==> config.mk <==
export PLATFORM = sky130hd
export DESIGN_NAME = keccak_padder
export DESIGN_NICKNAME = d
export VERILOG_FILES = /design/src/rtl/keccak_padder.sv
export SDC_FILE = /design/constraint.sdc
export NUM_CORES = 2
export LEC_CHECK = 0
export BUFFER_PORTS_ARGS = -buffer_cell sky130_fd_sc_hd__buf_4
export CAP_MARGIN = 20
export CORE_ASPECT_RATIO = 0.5
export CORE_MARGIN = 2
export CORE_UTILIZATION = 28
export CTS_CLUSTER_SIZE = 20
export DETAILED_ROUTE_END_ITERATION = 10
export HOLD_SLACK_MARGIN = 0.03
export PLACE_DENSITY = 0.57
export SLEW_MARGIN = 15
export SYNTH_ARGS = -nofsm -noshare
export SYNTH_HDL_FRONTEND = slang
export SYNTH_SLANG_ARGS = --single-unit
==> constraint.sdc <==
create_clock -name clk -period 6.87 [get_ports clk]
set_input_delay 0.3435 -clock clk [delete_from_list [all_inputs] [get_ports clk]]
set_output_delay 0.3435 -clock clk [all_outputs]
set_load 0.03 [all_outputs]
==> src/rtl/keccak_padder.sv <==
// Byte-stream to rate-block padder: Keccak pad10*1 with a domain-separation suffix.
// Define KECCAK_PAD_SHAKE_EN for the SHAKE suffix (0x1F); the default build uses SHA3 (0x06).
//
// state    | meaning
// ---------|--------------------------------------------------------------
// FILL     | accepting message bytes into the rate buffer
// EMIT     | presenting a full or final padded block downstream
// EMIT_PAD | presenting the extra padding-only block (message filled the rate exactly)
module keccak_padder #(
   parameter  int d  = 112,
   parameter  int l  = 6,
   localparam int w  = 2**l,
   localparam int b  = 25*w,
   localparam int c  = 2*d,
   localparam int r  = b-c,
   localparam int RB = r/8
) (
   input  logic         clk,
   input  logic         reset,
   input  logic [7:0]   in_data,
   input  logic         in_valid,
   input  logic         in_last,
   output logic         in_ready,
   output logic [r-1:0] blk_data,
   output logic         blk_valid,
   output logic         blk_last,
   input  logic         blk_ready
);

   localparam int CW = (RB > 1) ? $clog2(RB) : 1;
   localparam logic [CW-1:0] CNT_MAX = CW'(RB-1);

`ifdef KECCAK_PAD_SHAKE_EN
   localparam logic [7:0] SUFFIX = 8'h1F;
`else
   localparam logic [7:0] SUFFIX = 8'h06;
`endif

   // Padding-only block used when the message ended exactly on a rate boundary.
   localparam logic [r-1:0] PAD_BLK = {8'h80, {(r-16){1'b0}}, SUFFIX};

   typedef enum logic [1:0] {
      FILL     = 2'd0,
      EMIT     = 2'd1,
      EMIT_PAD = 2'd2
   } state_t;

   state_t        state_q, state_d;
   logic [CW-1:0] cnt_q, cnt_d;
   logic [CW-1:0] cnt_inc;
   logic          pend_q, pend_d;
   logic          last_q, last_d;
   logic [r-1:0]  buf_q, buf_d;

   assign cnt_inc = cnt_q + CW'(1);

   always_ff @(posedge clk or negedge reset) begin
      if (!reset) begin
         state_q <= FILL;
         cnt_q   <= '0;
         pend_q  <= 1'b0;
         last_q  <= 1'b0;
         buf_q   <= '0;
      end else begin
         state_q <= state_d;
         cnt_q   <= cnt_d;
         pend_q  <= pend_d;
         last_q  <= last_d;
         buf_q   <= buf_d;
      end
   end

   always_comb begin
      state_d   = state_q;
      cnt_d     = cnt_q;
      pend_d    = pend_q;
      last_d    = last_q;
      buf_d     = buf_q;
      in_ready  = 1'b0;
      blk_valid = 1'b0;

      case (state_q)
         FILL: begin
            in_ready = 1'b1;
            if (in_valid) begin
               for (int i = 0; i < RB; i++) begin
                  if (CW'(i) == cnt_q) begin
                     buf_d[8*i +: 8] = in_data;
                  end
               end
               if (cnt_q == CNT_MAX) begin
                  // Rate filled; a final byte here defers padding to a separate block.
                  cnt_d   = '0;
                  last_d  = 1'b0;
                  pend_d  = in_last;
                  state_d = EMIT;
               end else if (in_last) begin
                  for (int i = 0; i < RB; i++) begin
                     if (CW'(i) == cnt_inc) begin
                        buf_d[8*i +: 8] = buf_d[8*i +: 8] ^ SUFFIX;
                     end
                  end
                  buf_d[8*(RB-1) +: 8] = buf_d[8*(RB-1) +: 8] ^ 8'h80;
                  cnt_d   = '0;
                  last_d  = 1'b1;
                  state_d = EMIT;
               end else begin
                  cnt_d = cnt_inc;
               end
            end
         end

         EMIT: begin
            blk_valid = 1'b1;
            if (blk_ready) begin
               if (pend_q) begin
                  buf_d   = PAD_BLK;
                  last_d  = 1'b1;
                  state_d = EMIT_PAD;
               end else begin
                  buf_d   = '0;
                  last_d  = 1'b0;
                  state_d = FILL;
               end
            end
         end

         EMIT_PAD: begin
            blk_valid = 1'b1;
            if (blk_ready) begin
               buf_d   = '0;
               pend_d  = 1'b0;
               last_d  = 1'b0;
               state_d = FILL;
            end
         end

         default: begin
            state_d = FILL;
         end
      endcase
   end

   assign blk_data = buf_q;
   assign blk_last = last_q;

endmodule

**Word level (Yosys, flattened, before mapping)**

Cells that the tools add are included.

- Add/sub/neg operators: 1
- Multipliers: 0
- Divide/modulo/power cells: 0
- Order comparisons: 0
- Equal/unequal tests: 350
- Shifts and indexed selects: 0
- Muxes and demuxes: 720
- Bitwise gates (word level): 173
- Reductions and logical operators: 11

Operator list:

| operator | number |
|---|---|
| 2-to-1 mux 1376 bit | 6 |
| 2-to-1 mux 8 bit | 522 |
| one-hot mux 1376 bit (3 select lines) | 1 |
| == test 7 x 8 -> 1 bit (first input constant) | 128 |
| == test 8 bit (first input constant) | 88 |
| 2-to-1 mux 3 bit | 172 |
| == test 6 x 8 -> 1 bit (first input constant) | 64 |
| inverter 2 bit | 172 |
| == test 5 x 8 -> 1 bit (first input constant) | 32 |
| == test 4 x 8 -> 1 bit (first input constant) | 16 |
| == test 3 x 8 -> 1 bit (first input constant) | 8 |
| == test 2 x 8 -> 1 bit (first input constant) | 4 |
| == test 1 x 8 -> 1 bit (first input constant) | 2 |
| zero test 8 bit | 2 |
| 2-to-1 mux 2 bit | 6 |
| AND reduction 4 bit | 3 |
| 2-to-1 mux 1 bit | 10 |
| adder 8 x 1 -> 8 bit (second input constant) | 1 |
| == test 8 bit (second input constant) | 1 |
| inequality test 2 bit (second input constant) | 4 |
| one-hot mux 2 bit (3 select lines) | 1 |
| AND reduction 5 bit | 1 |
| inequality test 3 bit (second input constant) | 1 |
| one-hot mux 1 bit (3 select lines) | 1 |
| other kinds (9) | 9 |

- Register bits after elaboration: 1388
- Latch bits: 0
- Memory bits (writable): 0
- Bits in read-only memories: 0
- Input bits: 13
- Output and inout bits: 1379
- Logic and storage cells: 1260
- Memories: 0

**Longest topological paths before layout**

- Word-level depth: 15
- Mapped depth: 10
- Gate-level depth less buffers: 7

**Worst setup path before layout**

No wires, ideal clock.

- Path kind: register to register
- Start: reg state_q[0]
- End: reg buf_q[920], in the netlist blk_data[920]
- Setup time: 121 ps
- Arrival: 2346 ps
- Setup slack: 4403 ps
- Cell stages (with the launch flop): 10
- Buffers on the path: 2
- Period minus slack after synthesis: 2467 ps
- Path through: dfrtp_1 -> inv_1 -> ha_1 -> nand2b_1 -> nand2_1 -> nor2_1 -> clkbuf_1 -> clkbuf_1 -> o21ai_1 -> a22o_1

- Cells in the longest elaborated chain, start to end: 3

Ends and longest elaborated chain:

| item | RTL line | RTL |
|---|---|---|
| start, declared | 48 | `state_t state_q, state_d;` |
| start signal, assigned | 65 | `state_q <= state_d;` |
| == test 2 x 1 -> 1 bit, or another cell as far along | 82 | `case (state_q)` |
| inequality test 2 bit (no source line) / nonzero test 3 bit (equally long branches) | -- |  |
| AND reduction 4 bit (no source line) | -- |  |
| end signal, assigned | 69 | `buf_q <= buf_d;` |
| end, declared | 53 | `logic [r-1:0] buf_q, buf_d;` |

Several ways; a longest one is shown, not always the timed one.
A chain may end at the register's enable or synchronous reset.

**Worst setup path after layout**

- Start: reg cnt_q[3]
- End: reg buf_q[938], in the netlist blk_data[938]

- Cells in the longest elaborated chain, start to end: 10

Ends and longest elaborated chain:

| item | RTL line | RTL |
|---|---|---|
| start, declared | 49 | `logic [CW-1:0] cnt_q, cnt_d;` |
| start signal, assigned | 66 | `cnt_q <= cnt_d;` |
| branches (longest 7 deep; another with adder 8 x 1 -> 8 bit) | -- |  |
| 2-to-1 mux 1376 bit (*) | 91 | `if (cnt_q == CNT_MAX) begin` |
| 2-to-1 mux 1376 bit (*) | 85 | `if (in_valid) begin` |
| one-hot mux 1376 bit (3 select lines) (*) | 82 |  |

Mark *: on every way between the ends. The select of a mux whose other input is x is not followed.

==> flow_summary.yaml <==
drt:
  drt-vias-per-instance: 5.80
  dr_total_vias: 55493
  totalWireLength_um: 325000
  drc_errors: 0
  detail_route.wl_per_cell_um: 33.9
  dr.first_iter.drc_count: 6958
  drt.antenna.violating_nets: 0
  drt_first_pass_iters: 6
clock_network:
  cts-buffers-inserted: 149
  cts_max_level: 4
  postCtsSetupRepairBufs: 0
  clk_pin_slew_worst_paths_ps: 70
  cts_tree: "done"
  clock_tree_buf_depth: 4
  clock_sinks: 1388
  cts-root-buf: "clkbuf_16"
  clk-insertion-delay-late_ps: 800
synth:
  number_of_flops_mapped_to_enable_cells_by_yosys: 0
  ys_async_sr_fraction: 1.00
  postSynth.topFlopCell: "dfrtp_1"
  synth.area.top_cells: "dfrtp_1 56%, a22o_1 15%, o31ai_1 4.2%"
  synthesis.nets: 5324
  synth-warning-count: 0
  syn_area_mm2: 0.0621
  yosysMostFrequentCell: "dfrtp_1"
  ys_seq_area_frac: 0.560
  synth_top_cell_by_area: "dfrtp_1"
  synthDominantCellAreaShare: 0.560
  synth_common_cells: "1388 x dfrtp_1, 1031 x a22o_1, 426 x nand2_1"
  synth_area_per_cell_um2: 11.7
  synth_cells: 5301
  yosys_register_bits: 1388
  synthDistinctLibCells: 65
timing:
  final.min_clock_period_ps: 4670
  final.setup_skew_ps: 43.7
  worst-slew-pin-transition_ps: 1390
  setup-tns-final_ps: 0
  final_hold_viol_count: 0
  max_slew_margin: 0.0733
  final-setup-viol-count: 0
  number_of_slew_limit_violations_in_the_final_report: 0
  grt_setup_unrepaired: "no"
  timing.final.crit_share: 0.680
  setup_ws_ps: 2200
  max_clock_freq_mhz: 214
die:
  die_width_um: 670
  floorplan.initialDensity: 0.281
  std_cell_rows: 122
  pin_count: 1392
  die_area_mm2: 0.226
  core_area_mm2: 0.221
  floorplan.die.height_um: 337
global_routing:
  grt_pass1_wl_um: 437000
  remaining_global_route_overflow: 0
  antenna_found_initial: 24
  grt.total_usage: 0.273
  grt_pass1_vias: 50279
  grt_start_max_net_pins: 201
finish:
  drive_gt1_frac: 0.315
  nNetsFinal: 6505
  areaGrowthSynthToFinish_pct: 30.3
critical_path:
  timing.reg2reg.worst_path_depth: 6
  timing.critical_path.arrival_ps: 5260
  critical_path.startpoint_type: "register"
  r2r_start: "cnt_q[3]$_DFFE_PN0P_"
  setup.worst_path.start: "cnt_q[3]$_DFFE_PN0P_"
  crit_path_end: "blk_data[938]$_DFFE_PN0P_"
  path_max_fanout: 61
  worst-r2r-setup-slack_ps: 2200
  r2r-end: "blk_data[938]$_DFFE_PN0P_"
  timing.critical_path.required_ps: 7460
  endpoint_kind: "register"
  timing_worst_setup_path_type: "register to register"
place:
  pre_cts_slack_ps: 2320
  buffer_ports.inserted: 1391
  hpwlAfterDp_um: 230000
  place_congestion: 0.916
power:
  fin_total_pwr_w: 0.0227
  irDropWorstVdd_v: 0.000478
  leakage_power_nw: 38.6
  power-per-cell-area_mw_per_mm2: 281
status:
  outcome: "completed"
flow_run:
  maxCapViolCount: 0
hold_path:
  hold_path.class: "primary input to register"
==> power by group <==
part / internal (W) / switching (W) / total [W]
combinational: 0.000972 / 0.00509 / 0.00606
clock: 0.00467 / 0.00364 / 0.00831
sequential: 0.00827 / 0.000103 / 0.00837
==> cells by family after synthesis <==
logic type               Yosys count  synth area share
AO/OA/AOI/OAI                   1968             0.252
XOR/XNOR                           3          0.000423
adder cells (fa/ha/maj)           10           0.00202
buffers and inverters            594            0.0391
flip-flops                      1388             0.560
multiplexers                     343            0.0586
AND/OR/NAND/NOR                  995            0.0884
==> layout by cell type, fill, tap and decap left out, types with 164 or more instances in the layout <==
cell     count
a31oi_1    164
buf_4     1529
dfrtp_1   1388
a22o_1    1031
mux2i_1    181
nand2_1    426
o31a_1     164
o31ai_1    345
o21ai_1    174
==> metrics by stage <==
| stage | cells | hold WS [ps] | util | instance area, um^2 |
|---|---|---|---|---|
| 2_1_floorplan | 5301 | 47.9 | - | 62100 |
| 4_1_cts | 9557 | 51.3 | 0.366 | 80800 |
| 5_1_grt | 9562 | 95.2 | 0.366 | 80900 |
| 6_report | 9573 | 105 | 0.366 | 80900 |
| 3_3_place_gp | 9296 | 382 | 0.344 | 75900 |
| 3_5_place_dp | 9298 | 390 | 0.344 | 75900 |
==> critical path, cell delays in order (launching register included) <==
cell and delay [ps]:
dfrtp_1 1000, nand3_2 810, xnor2_1 850, nand3_4 600, buf_4 560, nor4_1 410
o31ai_1 130
==> layer usage <==
layer,up-vias,wire length [um],track usage
li1,23044,-,-
met1,28878,133000,0.364
met2,2971,142000,0.404
met3,594,31300,0.0774
met4,6,18800,0.139
met5,-,34,0
==> cell type report <==
type	count	area (um^2)
Antenna cell	11	27.5
Clock buffer	212	4260
Clock inverter	43	546
Fill cell	21771	140000
Inverter	63	236
Multi-Input combinational cell	3319	25300
Sequential cell	1388	34700
Tap cell	2976	3720
Timing Repair Buffer	1561	12100
==> how the worst min path moves through the flow <==
stage               startpoint                         end  slack (ps)  cells after the start
finish                in_valid        cnt_q[4]$_DFFE_PN0P_         100                      4
global route          in_valid        cnt_q[4]$_DFFE_PN0P_         100                      4
global placement         reset   blk_data[448]$_DFFE_PN0P_         380                      1
detailed placement       reset  blk_data[1074]$_DFFE_PN0P_         390                      1
CTS                   in_valid        cnt_q[4]$_DFFE_PN0P_          50                      4
floorplan                reset     blk_data[0]$_DFFE_PN0P_          50                      0
==> registers in the layout (all words and copies together), names as in the netlist <==
name and cells:
pend_q 1, blk_last 1, state_q 2, cnt_q 8, blk_data 1376
==> what timing repair did <==
item | CTS | global route
endpoints found under the hold margin | 108 | 0
gates resized for setup | 0 | 0
endpoints found under the setup margin | 0 | 0
hold buffers | 4 | 0
Power figures use the tool's default switching activity.
